## config.mk

```make
export PLATFORM = sky130hd
export DESIGN_NAME = seg7_scan_driver_flat
export DESIGN_NICKNAME = d
export VERILOG_FILES = /design/src/rtl/seg7_scan_driver_pkg.sv /design/src/rtl/seg7_scan_driver_if.sv /design/src/rtl/seg7_scan_driver_slot_counter.sv /design/src/rtl/seg7_scan_driver.sv /design/src/flat_wrapper.sv
export SDC_FILE = /design/constraint.sdc
export NUM_CORES = 1
export LEC_CHECK = 0
export CAP_MARGIN = 20
export CELL_PAD_IN_SITES_DETAIL_PLACEMENT = 1
export CELL_PAD_IN_SITES_GLOBAL_PLACEMENT = 1
export CORE_MARGIN = 2
export CORE_UTILIZATION = 40
export DETAILED_ROUTE_END_ITERATION = 7
export GPL_ROUTABILITY_DRIVEN = 0
export GPL_TIMING_DRIVEN = 0
export PLACE_DENSITY_LB_ADDON = 0.1
export RECOVER_POWER = 100
export SYNTH_ARGS = -nofsm -noshare
export SYNTH_HDL_FRONTEND = slang
export SYNTH_SLANG_ARGS = --single-unit
```

## constraint.sdc

```tcl
create_clock -name clk -period 2.1 [get_ports clk]
set_clock_uncertainty 0.05 [all_clocks]
set_input_delay 0.63 -clock clk [delete_from_list [all_inputs] [get_ports clk]]
set_output_delay 0.63 -clock clk [all_outputs]
set_load 0.1 [all_outputs]
```

## src/rtl/seg7_scan_driver_pkg.sv

```systemverilog
// -----------------------------------------------------------------------------
// seg7_pkg
// Shared types and constants for the 7-segment scan driver.
//   state_e    : scan FSM states (IDLE, GAP, DRIVE)
//   SEG_OFF    : segment bus value with every segment dark (active-low)
//   AN_OFF     : anode mask with every digit disabled (active-low)
//   NUM_DIGITS : number of multiplexed digits
//   onehot_n() : active-low anode mask selecting a single digit
// -----------------------------------------------------------------------------
package seg7_pkg;

   typedef enum logic [1:0] {
      IDLE  = 2'd0,
      GAP   = 2'd1,
      DRIVE = 2'd2
   } state_e;

   localparam logic [7:0] SEG_OFF    = 8'hFF;
   localparam logic [3:0] AN_OFF     = 4'hF;
   localparam int         NUM_DIGITS = 4;

   function automatic logic [3:0] onehot_n(input logic [1:0] idx);
      logic [3:0] mask;
      mask      = AN_OFF;
      mask[idx] = 1'b0;
      return mask;
   endfunction

endpackage

```

## src/rtl/seg7_scan_driver_if.sv

```systemverilog
// -----------------------------------------------------------------------------
// seg7_scan_driver_if
// Bundles the pattern-load handshake, control inputs and display outputs of
// the scan driver.
//   enable            : 1 = scan active, 0 = display dark
//   seg3_i..seg0_i    : active-low digit patterns (bit 7 = dp), seg3 leftmost
//   load_req/load_ack : request a shadow update / 1-cycle load acknowledge
//   blink_en          : per-digit blink enable
//   an_n, seg_n       : active-low anode enables and shared segment bus
//   frame_tick        : 1-cycle pulse after every frame boundary
// master = pattern source / display consumer, slave = scan driver.
// -----------------------------------------------------------------------------
interface seg7_scan_driver_if;

   logic       enable;
   logic [7:0] seg3_i;
   logic [7:0] seg2_i;
   logic [7:0] seg1_i;
   logic [7:0] seg0_i;
   logic       load_req;
   logic       load_ack;
   logic [3:0] blink_en;
   logic [3:0] an_n;
   logic [7:0] seg_n;
   logic       frame_tick;

   modport master (
      output enable, seg3_i, seg2_i, seg1_i, seg0_i, load_req, blink_en,
      input  load_ack, an_n, seg_n, frame_tick
   );

   modport slave (
      input  enable, seg3_i, seg2_i, seg1_i, seg0_i, load_req, blink_en,
      output load_ack, an_n, seg_n, frame_tick
   );

endinterface

```

## src/rtl/seg7_scan_driver_slot_counter.sv

```systemverilog
// -----------------------------------------------------------------------------
// seg7_slot_counter
// Digit-slot timer. Counts 0..REFRESH_DIV-1 while run is high and wraps;
// holds at 0 while run is low.
//   clk, rst_n : clock, asynchronous active-low reset
//   run        : count enable; low clears the counter
//   gap_end    : counter is on the last dead-time cycle
//   slot_end   : counter is on the last cycle of the slot
//   in_gap     : counter is inside the dead-time window
// -----------------------------------------------------------------------------
module seg7_slot_counter #(
   parameter int REFRESH_DIV = 100000,
   parameter int DEADTIME    = 64
) (
   input  logic clk,
   input  logic rst_n,
   input  logic run,
   output logic gap_end,
   output logic slot_end,
   output logic in_gap
);

   localparam int CW = (REFRESH_DIV > 1) ? $clog2(REFRESH_DIV) : 1;

   logic [CW-1:0] cnt_q;
   logic [CW-1:0] cnt_d;

   always_comb begin
      cnt_d = cnt_q;
      if (!run) begin
         cnt_d = '0;
      end else if (slot_end) begin
         cnt_d = '0;
      end else begin
         cnt_d = cnt_q + CW'(1);
      end
   end

   always_ff @(posedge clk or negedge rst_n) begin
      if (!rst_n) begin
         cnt_q <= '0;
      end else begin
         cnt_q <= cnt_d;
      end
   end

   assign slot_end = (cnt_q == CW'(REFRESH_DIV - 1));
   assign gap_end  = (cnt_q == CW'(DEADTIME - 1));
   assign in_gap   = (cnt_q <  CW'(DEADTIME));

endmodule

```

## src/rtl/seg7_scan_driver.sv

```systemverilog
// -----------------------------------------------------------------------------
// seg7_scan_driver
// Time-multiplexes four pre-encoded active-low digit patterns onto a shared
// segment bus with per-digit active-low anode enables. Patterns are copied
// into shadow registers only at frame boundaries so a frame never tears.
// Each digit slot starts with a dead-time window (all anodes off) to avoid
// ghosting; digits can blink with a half-period of BLINK_FRAMES frames.
//   clk   : system clock
//   rst_n : asynchronous active-low reset
//   bus   : seg7_scan_driver_if slave (enable, patterns, load handshake,
//           blink_en, an_n, seg_n, frame_tick)
// -----------------------------------------------------------------------------
module seg7_scan_driver
   import seg7_pkg::*;
#(
   parameter int REFRESH_DIV  = 100000,
   parameter int DEADTIME     = 64,
   parameter int BLINK_FRAMES = 250
) (
   input  logic                 clk,
   input  logic                 rst_n,
   seg7_scan_driver_if.slave    bus
);

   localparam int FW = (BLINK_FRAMES > 1) ? $clog2(BLINK_FRAMES) : 1;

   state_e     state_q,  state_d;
   logic [1:0] idx_q,    idx_d;
   logic [7:0] shadow_q [NUM_DIGITS];
   logic [7:0] shadow_d [NUM_DIGITS];
   logic       pending_q, pending_d;
   logic [FW-1:0] frame_cnt_q, frame_cnt_d;
   logic       blink_phase_q, blink_phase_d;
   logic [3:0] an_n_q,   an_n_d;
   logic [7:0] seg_n_q,  seg_n_d;
   logic       load_ack_q, load_ack_d;
   logic       frame_tick_q, frame_tick_d;

   logic       gap_end;
   logic       slot_end;
   logic       in_gap;
   logic       slot_run;
   logic       boundary;
   logic       load_now;
   logic       drive_on;

   // The slot counter only runs while scanning; IDLE and disable hold it at 0
   // so every restart begins at the first dead-time cycle.
   assign slot_run = bus.enable && (state_q != IDLE);

   seg7_slot_counter #(
      .REFRESH_DIV (REFRESH_DIV),
      .DEADTIME    (DEADTIME)
   ) u_slot_counter (
      .clk      (clk),
      .rst_n    (rst_n),
      .run      (slot_run),
      .gap_end  (gap_end),
      .slot_end (slot_end),
      .in_gap   (in_gap)
   );

   // A frame boundary is the last cycle of digit 3, or the restart from IDLE.
   // Disabling in the boundary cycle cancels it.
   assign boundary = bus.enable &&
                     ((state_q == IDLE) ||
                      ((state_q == DRIVE) && (idx_q == 2'd3) && slot_end));

   // A request arriving in the boundary cycle itself is honoured immediately.
   assign load_now = boundary && (pending_q || bus.load_req);

   assign drive_on = bus.enable && (state_q == DRIVE) && !in_gap;

   // Next-state logic
   always_comb begin
      state_d = state_q;
      idx_d   = idx_q;
      if (!bus.enable) begin
         state_d = IDLE;
         idx_d   = 2'd0;
      end else begin
         case (state_q)
            IDLE: begin
               state_d = GAP;
               idx_d   = 2'd0;
            end
            GAP: begin
               if (gap_end) begin
                  state_d = DRIVE;
               end
            end
            DRIVE: begin
               if (slot_end) begin
                  state_d = GAP;
                  idx_d   = idx_q + 2'd1;
               end
            end
            default: begin
               state_d = IDLE;
               idx_d   = 2'd0;
            end
         endcase
      end
   end

   // Shadows, load handshake and blink bookkeeping
   always_comb begin
      shadow_d      = shadow_q;
      pending_d     = pending_q;
      frame_cnt_d   = frame_cnt_q;
      blink_phase_d = blink_phase_q;

      if (load_now) begin
         shadow_d[3] = bus.seg3_i;
         shadow_d[2] = bus.seg2_i;
         shadow_d[1] = bus.seg1_i;
         shadow_d[0] = bus.seg0_i;
         pending_d   = 1'b0;
      end else if (bus.load_req) begin
         pending_d   = 1'b1;
      end

      // Blink phase survives a disable; only the frame count restarts.
      if (!bus.enable) begin
         frame_cnt_d = '0;
      end else if (boundary) begin
         if (frame_cnt_q == FW'(BLINK_FRAMES - 1)) begin
            frame_cnt_d   = '0;
            blink_phase_d = !blink_phase_q;
         end else begin
            frame_cnt_d   = frame_cnt_q + FW'(1);
         end
      end
   end

   // Registered outputs: they follow the current state by one cycle, so the
   // anode and segment buses always switch on the same clock edge.
   always_comb begin
      an_n_d       = AN_OFF;
      seg_n_d      = SEG_OFF;
      load_ack_d   = load_now;
      frame_tick_d = boundary;
      if (drive_on) begin
         seg_n_d = shadow_q[idx_q];
         if (!(bus.blink_en[idx_q] && blink_phase_q)) begin
            an_n_d = onehot_n(idx_q);
         end
      end
   end

   always_ff @(posedge clk or negedge rst_n) begin
      if (!rst_n) begin
         state_q       <= IDLE;
         idx_q         <= 2'd0;
         for (int k = 0; k < NUM_DIGITS; k++) begin
            shadow_q[k] <= SEG_OFF;
         end
         pending_q     <= 1'b0;
         frame_cnt_q   <= '0;
         blink_phase_q <= 1'b0;
         an_n_q        <= AN_OFF;
         seg_n_q       <= SEG_OFF;
         load_ack_q    <= 1'b0;
         frame_tick_q  <= 1'b0;
      end else begin
         state_q       <= state_d;
         idx_q         <= idx_d;
         shadow_q      <= shadow_d;
         pending_q     <= pending_d;
         frame_cnt_q   <= frame_cnt_d;
         blink_phase_q <= blink_phase_d;
         an_n_q        <= an_n_d;
         seg_n_q       <= seg_n_d;
         load_ack_q    <= load_ack_d;
         frame_tick_q  <= frame_tick_d;
      end
   end

   assign bus.an_n       = an_n_q;
   assign bus.seg_n      = seg_n_q;
   assign bus.load_ack   = load_ack_q;
   assign bus.frame_tick = frame_tick_q;

endmodule

```

## src/flat_wrapper.sv

```systemverilog
// flat-port wrapper written by rule: the top's interface ports become plain ports
module seg7_scan_driver_flat import seg7_pkg::*;
#(
   parameter int REFRESH_DIV  = 100000,
   parameter int DEADTIME     = 64,
   parameter int BLINK_FRAMES = 250
)
  (clk, rst_n, bus_enable, bus_seg3_i, bus_seg2_i, bus_seg1_i, bus_seg0_i, bus_load_req, bus_blink_en, bus_load_ack, bus_an_n, bus_seg_n, bus_frame_tick);
  seg7_scan_driver_if bus_i ();
  input  logic clk;
  input  logic rst_n;
  input wire logic [$bits(bus_i.enable)-1:0] bus_enable;
  input wire logic [$bits(bus_i.seg3_i)-1:0] bus_seg3_i;
  input wire logic [$bits(bus_i.seg2_i)-1:0] bus_seg2_i;
  input wire logic [$bits(bus_i.seg1_i)-1:0] bus_seg1_i;
  input wire logic [$bits(bus_i.seg0_i)-1:0] bus_seg0_i;
  input wire logic [$bits(bus_i.load_req)-1:0] bus_load_req;
  input wire logic [$bits(bus_i.blink_en)-1:0] bus_blink_en;
  output wire logic [$bits(bus_i.load_ack)-1:0] bus_load_ack;
  output wire logic [$bits(bus_i.an_n)-1:0] bus_an_n;
  output wire logic [$bits(bus_i.seg_n)-1:0] bus_seg_n;
  output wire logic [$bits(bus_i.frame_tick)-1:0] bus_frame_tick;
  assign bus_i.enable = bus_enable;
  assign bus_i.seg3_i = bus_seg3_i;
  assign bus_i.seg2_i = bus_seg2_i;
  assign bus_i.seg1_i = bus_seg1_i;
  assign bus_i.seg0_i = bus_seg0_i;
  assign bus_i.load_req = bus_load_req;
  assign bus_i.blink_en = bus_blink_en;
  assign bus_load_ack = bus_i.load_ack;
  assign bus_an_n = bus_i.an_n;
  assign bus_seg_n = bus_i.seg_n;
  assign bus_frame_tick = bus_i.frame_tick;
  seg7_scan_driver #(.REFRESH_DIV(REFRESH_DIV), .DEADTIME(DEADTIME), .BLINK_FRAMES(BLINK_FRAMES)) u_core (.clk(clk), .rst_n(rst_n), .bus(bus_i));
endmodule
```

* Word-level counts from Yosys, hierarchy flattened *
Cells that the tools add are included.

cells by class
  magnitude comparators = 4
  reduce and logical (&&, ||, !) cells = 19
  multiplexer cells = 24
  bitwise gates (word level) = 2
  equality and inequality tests = 10
  add/sub/neg operators = 3

operator list
  operator                                                     number
  two-way mux 8 bit                                            6
  two-way mux 17 bit                                           2
  adder 17 x 1 -> 17 bit, second input constant                1
  equality test 17 bit, second input constant                  1
  equality test 17 x 6 -> 1 bit, second input constant         1
  less-than comparator 17 x 7 -> 1 bit, second input constant  1
  binary-select mux 8 bit (select 2 bit)                       1
  two-way mux 2 bit                                            5
  logical AND 1 bit                                            9
  adder 8 x 1 -> 8 bit, second input constant                  1
  equality test 8 bit, second input constant                   1
  two-way mux 4 bit                                            2
  != test 3 x 2 -> 1 bit, second input constant                2
  case mux 2 bit (3 select lines)                              1
  equality test 2 bit, second input constant                   2
  two-way mux 1 bit                                            4
  inverter 4 bit                                               1
  case mux 2 bit (2 select lines)                              1
  AND reduction 2 bit                                          2
  nonzero test 2 bit                                           2
  greater-or-equal comparator 3 bit, second input constant     1
  less-than comparator 2 x 3 -> 1 bit, second input constant   1
  inverter 2 -> 3 bit                                          1
  AND reduction 3 bit                                          1
  other kinds (10)                                             12

storage, ports and cells
  input bits = 40
  word-level logic and storage cells = 76
  flip-flop bits (word level) = 77
  output and inout bits = 14

* Depth between registers and ports, before layout *
Gate-level depths: netlist of the first run.

  depth after elaboration = 7
  gate-level depth with buffers = 7
  gate-level depth less buffers = 7

* Cells and area by module *
A second synthesis of the first run with hierarchy kept.

second synthesis, totals
  cell total of the unflattened synthesis = 285
  area total of the unflattened synthesis = 3761.1 µm²

modules (own cells, without submodules)
  module             cells an instance  seq. area each (µm²)  instances  area each (µm²)
  seg7_scan_driver   193                1556.5                1          2869.0
  seg7_slot_counter  92                 425.4                 1          892.1

* Worst setup path before layout of the first run *
OpenSTA, ideal clock, no wires.

  path kind = reg2reg
  from = reg u_core.u_slot_counter.cnt_q[0]
  to = reg u_core.shadow_q[10] in the netlist's numbering
  library setup time = 0.082 ns
  cell stages (with the launch flop) = 8
  arrival = 1.827 ns
  clock period less this slack = 1.960 ns
  data required time = 1.968 ns
  path buffers = 1
  path slack = 0.140 ns
  path through = dfrtp_1 ha_1 and4_1 nand4_4 o22ai_4 o211ai_4 buf_6 mux2_4

on the way
  word-level cells in the longest chain between the ends = 5

ends and longest elaborated chain
  element                 line                                 text
  from (decl)             seg7_scan_driver_slot_counter.sv:25  logic [CW-1:0] cnt_q;
  from (signal assigned)  seg7_scan_driver_slot_counter.sv:43  cnt_q <= cnt_d;
  equality test 17 bit    seg7_scan_driver_slot_counter.sv:47  assign slot_end = (cnt_q == CW'(REFRESH_DIV - 1));
  logical AND 1 bit       seg7_scan_driver.sv:67               ((state_q == DRIVE) && (idx_q == 2'd3) && slot_end));
  logical OR 1 bit        seg7_scan_driver.sv:66               ((state_q == IDLE) ||
  logical AND 1 bit       seg7_scan_driver.sv:65               assign boundary = bus.enable &&
  logical AND 1 bit       seg7_scan_driver.sv:70               assign load_now = boundary && (pending_q || bus.load_req);
  to (signal assigned)    seg7_scan_driver.sv:168              shadow_q <= shadow_d;
  to (decl)               seg7_scan_driver.sv:29               logic [7:0] shadow_q [NUM_DIGITS];

Every way passes these cells.
A chain may end at the register's enable or synchronous reset.

* Final worst setup path of the first run *
  from = reg u_core.u_slot_counter.cnt_q[0]
  to = reg u_core.shadow_q[0] in the netlist's numbering

The elaborated chain is that of the path after synthesis.

==> metrics.log, run 1 <==
[metrics] met1 routing resource usage after global routing: 23.87%
[metrics] number of warnings issued by yosys: 0
[metrics] final setup margin: 0.07950 ns
[metrics] M2 GR Usage: 25.95%
[metrics] Worst-Skew Late Latency: 0.34 ns
[metrics] post-synthesis sequential element count: just under 80
[metrics] Synth async-reset ratio: 100.0%
[metrics] number of placement rows: 35
[metrics] total number of nets in the final design: 407
[metrics] final cell count without fillers: 476
[metrics] number of endpoints with negative hold slack in the final report: 0
[metrics] worst slack after detailed placement: -0.8163 ns
[metrics] number of levels in the clock H-tree: 3
[metrics] maximum number of pins on one net before global-route repair: between 40 and 50
[metrics] antenna violations before repair: 0
[metrics] floorplan die width: roughly 100 um
[metrics] Fin Hold WS: around 0.29 ns
[metrics] cells along the critical path: ha_4, and4_4, nand4_4, o22ai_4, o211ai_4, buf_8, mux2_4
[metrics] area grow syn2layout: 25.05%
[metrics] leading post-synthesis cells by instance count: 44 x dfstp_2, 33 x dfrtp_1, 29 x mux2_4
[metrics] dominant cells by area after synthesis: dfstp_2 31%, dfrtp_1 22%, mux2_4 12%
[metrics] port buffer count: 53
[metrics] TritonCTS clock tree: built
[metrics] final period demand of the worst path: 2.020 ns
[metrics] internal power of the cells: 2.622 mW
[metrics] sequential share of the synthesized area: 52.76%
[metrics] Clk Tree Root Cell: clkbuf_8
[metrics] final-report max-slew violation count: 0
[metrics] normalized max-slew margin: between 40% and 50%
[metrics] FMAX: 0.4949 GHz
[metrics] count of nets left with antenna violations after detail routing: 0
[metrics] RSZ-0062 raised after global routing: yes
[metrics] dominant register cell in the synthesized netlist: dfstp_2
[metrics] vias in the first global route: roughly 2600
[metrics] transition time of the tightest slew-check pin: 0.7522 ns
[metrics] Data arrival, critical path: between 2 and 2.5 ns
[metrics] syn nets: 332
[metrics] overall die area: just over 10000 um^2
[metrics] total length of routed wires: 8119 um
[metrics] GRT Resource Usage Total: 16.92%
[metrics] cts bufs inserted: 9
[metrics] Worst EP required: between 2 and 2.5 ns
[metrics] core area: 9196 um^2
[metrics] share of post-route cells with drive strength above 1: slightly below 40%
[metrics] initial core utilization: 40.84%
[metrics] maximum vdd drop: 0.3174 mV
[metrics] cell type contributing the most total cell area after synthesis: dfstp_2
[metrics] residual overflow from global routing: 0
[metrics] result of the run: finished, final reports clean
[metrics] via count: 2449
[metrics] average wire length per cell after detail routing: 17.06 um
[metrics] cell count after synthesis: 285
[metrics] Worst path top cell family by delay: flip-flops
[metrics] Sw Pwr: 0.7859 mW
[metrics] cell count after placement: 450
[metrics] # diodes: 0
[metrics] crit path max fanout: 10
[metrics] endpoint class of the critical path: flop
[metrics] met3 GRT Util: 3.745%
[metrics] Clock Sinks: 77
[metrics] layer carrying the most global-route usage: met2
[metrics] Critical Path Max Stage Delay: 0.44 ns
[metrics] number of setup violations in the final report: 0
[metrics] share of the synthesized area in the top cell type: 30.78%
[metrics] I/O pin count: 54
[metrics] first-pass GRT wire length: 13200 um
[metrics] DRT iter0 DRCs: 57
[metrics] clock transition at the registers of the reported paths: ~0.08 ns
[metrics] part of the power in the clock network: 34.6%
[metrics] max cap viols: 0
[metrics] Initial DRT Pass Iterations: 4
[metrics] average size of a mapped cell: 13.18 um^2
[metrics] residual DRC count: 0
[metrics] class of the tightest hold or removal check: input port to asynchronous set/reset pin
[metrics] y dimension of the die: about 100 um
[metrics] crit start category: flop
[metrics] proportion of total power due to net switching: 23.06%
[metrics] maximum clock path buffer count: 2
[metrics] classification of the worst setup path: flop to flop
[metrics] critical-path cell with the highest stage delay: dfrtp_1
[metrics] Final period util: 96.21%
[metrics] placed wire-length estimate after detailed placement: 5612 um
[metrics] Pwr Total: approximately 3.4 mW
[metrics] LEAKAGE: 1.951 nW
[metrics] Flop pwr share: 51.9%
[metrics] power per cell area: 725.5 nW/um^2
[metrics] Via density: 5.145
[metrics] post-synthesis cell area: 3756 um^2
[metrics] cell with the most instances after synthesis: dfstp_2
[metrics] number of enable-type register cells in the synthesized netlist: 0
[metrics] part of the power in combinational logic: 13.4%
[metrics] WP buf/inv: 1
[metrics] library cells used by synthesis: 47
==> timing repair <==
| action | CTS | global route |
|---|---|---|
| gates cloned | 0 | 0 |
| setup buffers | 2 | 8 |
| pin swaps | 1 | 1 |
| gates resized for setup | 67 | 12 |
| hold buffers | 0 | 0 |
| hold endpoints to repair | 0 | 0 |
| setup endpoints to repair | 65 | 49 |
==> power groups by stage <==
stage	clock network [mW]	registers [mW]	logic (mW)
after floorplan	0	1.78	0.290
after global placement	0	1.79	0.440
after detailed placement	0	1.80	0.456
after CTS	1.23	1.77	0.459
after global routing	1.29	1.79	0.494
final	1.18	1.77	0.458
==> per-stage QoR <==
step	setup TNS, ns	cell area, um^2	util, %
2_1_floorplan	0	3756	-
3_3_place_gp	-158.43	4425	48.12
3_5_place_dp	-12.37	4451	48.39
4_1_cts	0	4639	50.45
5_1_grt	-0.3833	4697	51.07
6_report	0	4697	51.07
==> sequential cells by signal, indices dropped and copies added, names as in the netlist <==
| name | count |
|---|---|
| u_core.blink_phase_q | 1 |
| u_core.bus.an_n | 4 |
| u_core.bus.frame_tick | 1 |
| u_core.bus.load_ack | 1 |
| u_core.bus.seg_n | 8 |
| u_core.frame_cnt_q | 8 |
| u_core.idx_q | 2 |
| u_core.pending_q | 1 |
| u_core.shadow_q | 32 |
| u_core.state_q | 2 |
| u_core.u_slot_counter.cnt_q | 17 |
==> cells in the final DEF, fill, tap and decap left out, types with 2 or more instances in the layout <==
master            n
buf_2            16
mux2_4           29
nand2_1          14
a311oi_1          3
xnor2_1          10
clkinv_2          2
o21a_1            4
mux2i_1           3
dfrtp_1          32
clkbuf_8          9
a21oi_1           8
clkdlybuf4s15_2   2
inv_1             9
or3_1             3
o32ai_1           2
xor2_1            6
nor3_1            3
nor2_1           26
buf_4            10
nand4_1           3
mux2_2            3
mux4_2            9
clkbuf_1          3
nand2b_1          9
nand3_1          16
and3_1            6
clkdlybuf4s50_1  38
ha_1              6
o21ai_0           2
a41oi_1           2
dfstp_2          44
buf_8             2
==> metal layers <==
metal	part of all wire (%)	vias up
met2	48	38
met1	47	1238
li1	-	1166
met5	0	-
met3	3.6	7
met4	1.2	0
==> kinds of logic after synthesis <==
logic type,after synthesis,share of synthesized area [%]
simple gates,93,13.59
flops,77,52.76
mux,44,18.69
compound gates,29,6.063
buf+inv,19,2.831
xor+xnor,16,3.731
fa+ha+maj,7,2.332
==> path summary, 6_finish.rpt <==
kind	start	cells past startpoint	endpoint	slack, ns
worst max register to register	u_core.u_slot_counter.cnt_q[0]	7	u_core.shadow_q[0]	0.08
worst min register to register	u_core.blink_phase_q	1	u_core.blink_phase_q	0.45
max in group asynchronous	rst_n	2	u_core.u_slot_counter.cnt_q[14]	0.51
min in group clk	u_core.blink_phase_q	1	u_core.blink_phase_q	0.45
worst min-delay path	rst_n	1	u_core.frame_cnt_q[2]	0.29
worst max-delay path	u_core.u_slot_counter.cnt_q[0]	7	u_core.shadow_q[0]	0.08
==> cell type report <==
type | instances | area, um^2
Fill cell | 939 | 4499
Sequential cell | 77 | 1983
Multi-Input combinational cell | 189 | 1694
Timing Repair Buffer | 64 | 550.5
Clock buffer | 11 | 152.6
Tap cell | 111 | 138.9
Buffer | 10 | 88.84
Clock inverter | 5 | 55.05
Inverter | 9 | 33.78
Power figures use the tool's default switching activity.
==> inputs of run 2 (changes only) <==
--- a/config.mk
+++ b/config.mk
@@ -13,7 +13,7 @@
 export DETAILED_ROUTE_END_ITERATION = 7
 export GPL_ROUTABILITY_DRIVEN = 0
 export GPL_TIMING_DRIVEN = 0
-export PLACE_DENSITY_LB_ADDON = 0.1
+export PLACE_DENSITY = 0.74
 export RECOVER_POWER = 100
 export SYNTH_ARGS = -nofsm -noshare
 export SYNTH_HDL_FRONTEND = slang
==> metrics.log, run 2 (synthesis gave the netlist of run 1 again) <==
[metrics] LEAKAGE: 1.913 nW (-1.9%)
[metrics] maximum number of pins on one net before global-route repair: 42 (-11%)
[metrics] most common cell after layout, fill and taps aside: dfstp_2
[metrics] total number of nets in the final design: 405 (-0.49%)
[metrics] Most flops, register: u_core.shadow_q
[metrics] average wire length per cell after detail routing: 17.95 um (+5.3%)
[metrics] largest registers: u_core.shadow_q: 32 flops, u_core.u_slot_counter.cnt_q: 17 flops
[metrics] area grow syn2layout: 23.22%
[metrics] antenna violations before repair: 0 (unchanged)
[metrics] port buffer count: 53 (unchanged)
[metrics] clock transition at the registers of the reported paths: 0.09 ns (about the same)
[metrics] source of the critical timing path: u_core.u_slot_counter.cnt_q[6]
[metrics] commonest cells after routing, fill and taps aside: 44 x dfstp_2, 38 x clkdlybuf4s50_1, 33 x dfrtp_1, 26 x nor2_1, 22 x mux2_4
[metrics] multi-input combinational cell area: 1667 um^2 (-1.6%)
[metrics] initial core utilization: 40.84% (unchanged)
[metrics] Clk Tree Root Cell: clkbuf_8
[metrics] number of endpoints with negative hold slack in the final report: 0 (unchanged)
[metrics] Non-Filler Cell Area, Final: 4628 um^2 (-1.5%)
[metrics] Reg2Reg Capture Point: u_core.shadow_q[10]
[metrics] Data arrival, critical path: 2.25 ns (about the same)
[metrics] endpoint class of the critical path: flop
[metrics] first-pass GRT wire length: 13980 um (+5.9%)
[metrics] placed wire-length estimate after detailed placement: 5990 um (+6.7%)
[metrics] Fin Hold WS: 0.3591 ns (+0.07380 ns)
[metrics] count of nets left with antenna violations after detail routing: 0 (unchanged)
[metrics] number of setup violations in the final report: 0 (unchanged)
[metrics] y dimension of the die: 100.9 um (unchanged)
[metrics] GRT Resource Usage Total: 17.75% (+0.83 points)
[metrics] sequential cell area: 1982 um^2 (about the same)
[metrics] number of flip-flops under the largest register name: 32 (unchanged)
[metrics] TritonCTS clock tree: built
[metrics] maximum vdd drop: 0.3690 mV (+16%)
[metrics] final cell count without fillers: 474 (-0.42%)
[metrics] capturing instance or port of the critical path: u_core.shadow_q[10]
[metrics] power per cell area: 727.2 nW/um^2 (+0.24%)
[metrics] final period demand of the worst path: 2.024 ns (+0.003417 ns)
[metrics] # diodes: 0 (unchanged)
[metrics] number of cells on the worst reg-to-reg path: 6 (-1)
[metrics] max cap viols: 0 (unchanged)
[metrics] vias in the first global route: 2754 (+5.3%)
[metrics] class of the tightest hold or removal check: input port to asynchronous set/reset pin
[metrics] number of levels in the clock H-tree: 3 (unchanged)
[metrics] total length of routed wires: 8510 um (+4.8%)
[metrics] final-report max-slew violation count: 0 (unchanged)
[metrics] FMAX: 0.4941 GHz (-0.17%)
[metrics] Via density: 5.266 (+2.3%)
[metrics] Worst EP required: 2.33 ns (about the same)
[metrics] RSZ-0062 raised after global routing: no
[metrics] result of the run: finished, final reports clean
[metrics] DRT iter0 DRCs: 75 (+32%)
[metrics] crit path max fanout: 10 (unchanged)
[metrics] residual DRC count: 0 (unchanged)
[metrics] worst reg2reg setup slack: 0.08 ns (about the same)
[metrics] Final period util: 96.38% (+0.16 points)
[metrics] crit start category: flop
[metrics] overall die area: 10180 um^2 (unchanged)
[metrics] floorplan die width: 100.9 um (unchanged)
[metrics] share of post-route cells with drive strength above 1: 36.91% (-2.8 points)
[metrics] Worst-Skew Late Latency: 0.34 ns (about the same)
[metrics] TNS Setup: 0 ns (unchanged)
[metrics] number of placement rows: 35 (unchanged)
[metrics] via count: 2496 (+1.9%)
[metrics] # hold bufs at CTS: 0 (unchanged)
[metrics] worst slack after detailed placement: -0.7443 ns (+0.07204 ns)
[metrics] Filler Cells Inserted: 971 (+3.4%)
[metrics] post-place instance area: 4443 um^2 (-0.17%)
[metrics] core area: 9196 um^2 (unchanged)
[metrics] I/O pin count: 54 (unchanged)
[metrics] Initial DRT Pass Iterations: 4 (unchanged)
[metrics] normalized max-slew margin: 38.24% (-12 points)
[metrics] maximum clock path buffer count: 2 (unchanged)
[metrics] classification of the worst setup path: flop to flop
[metrics] transition time of the tightest slew-check pin: 0.9264 ns (+0.1743 ns)
[metrics] final setup margin: 0.07609 ns (-0.003417 ns)
[metrics] worst reg2reg path startpoint: u_core.u_slot_counter.cnt_q[6]
[metrics] cts bufs inserted: 9 (unchanged)
[metrics] Clock Sinks: 77 (unchanged)
[metrics] residual overflow from global routing: 0 (unchanged)
[metrics] cell count after placement: 450 (unchanged)
run 2: through the flow:
stage / utilization [%] / power [mW]
floorplan: - / 2.069
global placement: 48.12 / 2.224
detailed placement: 48.31 / 2.259
CTS: 50.65 / 3.427
global route: 50.33 / 3.520
finish: 50.33 / 3.366
run 2: worst min path at each step:
stage | start | to | slack, ns | cells after the start
after floorplan | rst_n | u_core.blink_phase_q | 0.28 | 0
after global placement | u_core.blink_phase_q | u_core.blink_phase_q | 0.41 | 1
after detailed placement | u_core.blink_phase_q | u_core.blink_phase_q | 0.42 | 1
after CTS | rst_n | u_core.frame_cnt_q[3] | 0.21 | 1
after global routing | rst_n | u_core.frame_cnt_q[7] | 0.42 | 1
final | rst_n | u_core.u_slot_counter.cnt_q[1] | 0.36 | 1
run 2: layer usage:
layer / GRT usage (%) / part of all wire (%) / vias up
met5: 0 / 0 / -
met4: 4.678 / 0.86 / 0
met3: 3.606 / 2.5 / 4
met2: 31.08 / 53 / 36
met1: 22.43 / 44 / 1290
li1: - / - / 1166
run 2: critical path: stages (launching register included):
cell and delay (ns):
dfrtp_1 0.46, and4bb_2 0.37, nand4_4 0.16, o22ai_4 0.23, o211ai_4 0.15, buf_6 0.20, mux2_1 0.32
run 2: power by group:
group          switching, mW  internal, mW
combinational          0.158         0.280
sequential            0.0806          1.69
clock                  0.565         0.588
total                  0.803          2.56
run 2: cell type report:
cell class	count	share of cell area, %
Clock inverter	5	1.271
Buffer	10	1.622
Inverter	9	0.7299
Multi-Input combinational cell	189	36.01
Clock buffer	11	3.055
Timing Repair Buffer	62	11.49
Sequential cell	77	42.82
Tap cell	111	3.001
run 2: repair_timing:
item	4_1_cts	5_1_grt
setup buffers	5	3
resized for setup	63	13
setup endpoints to repair	63	51
pin swaps	2	1
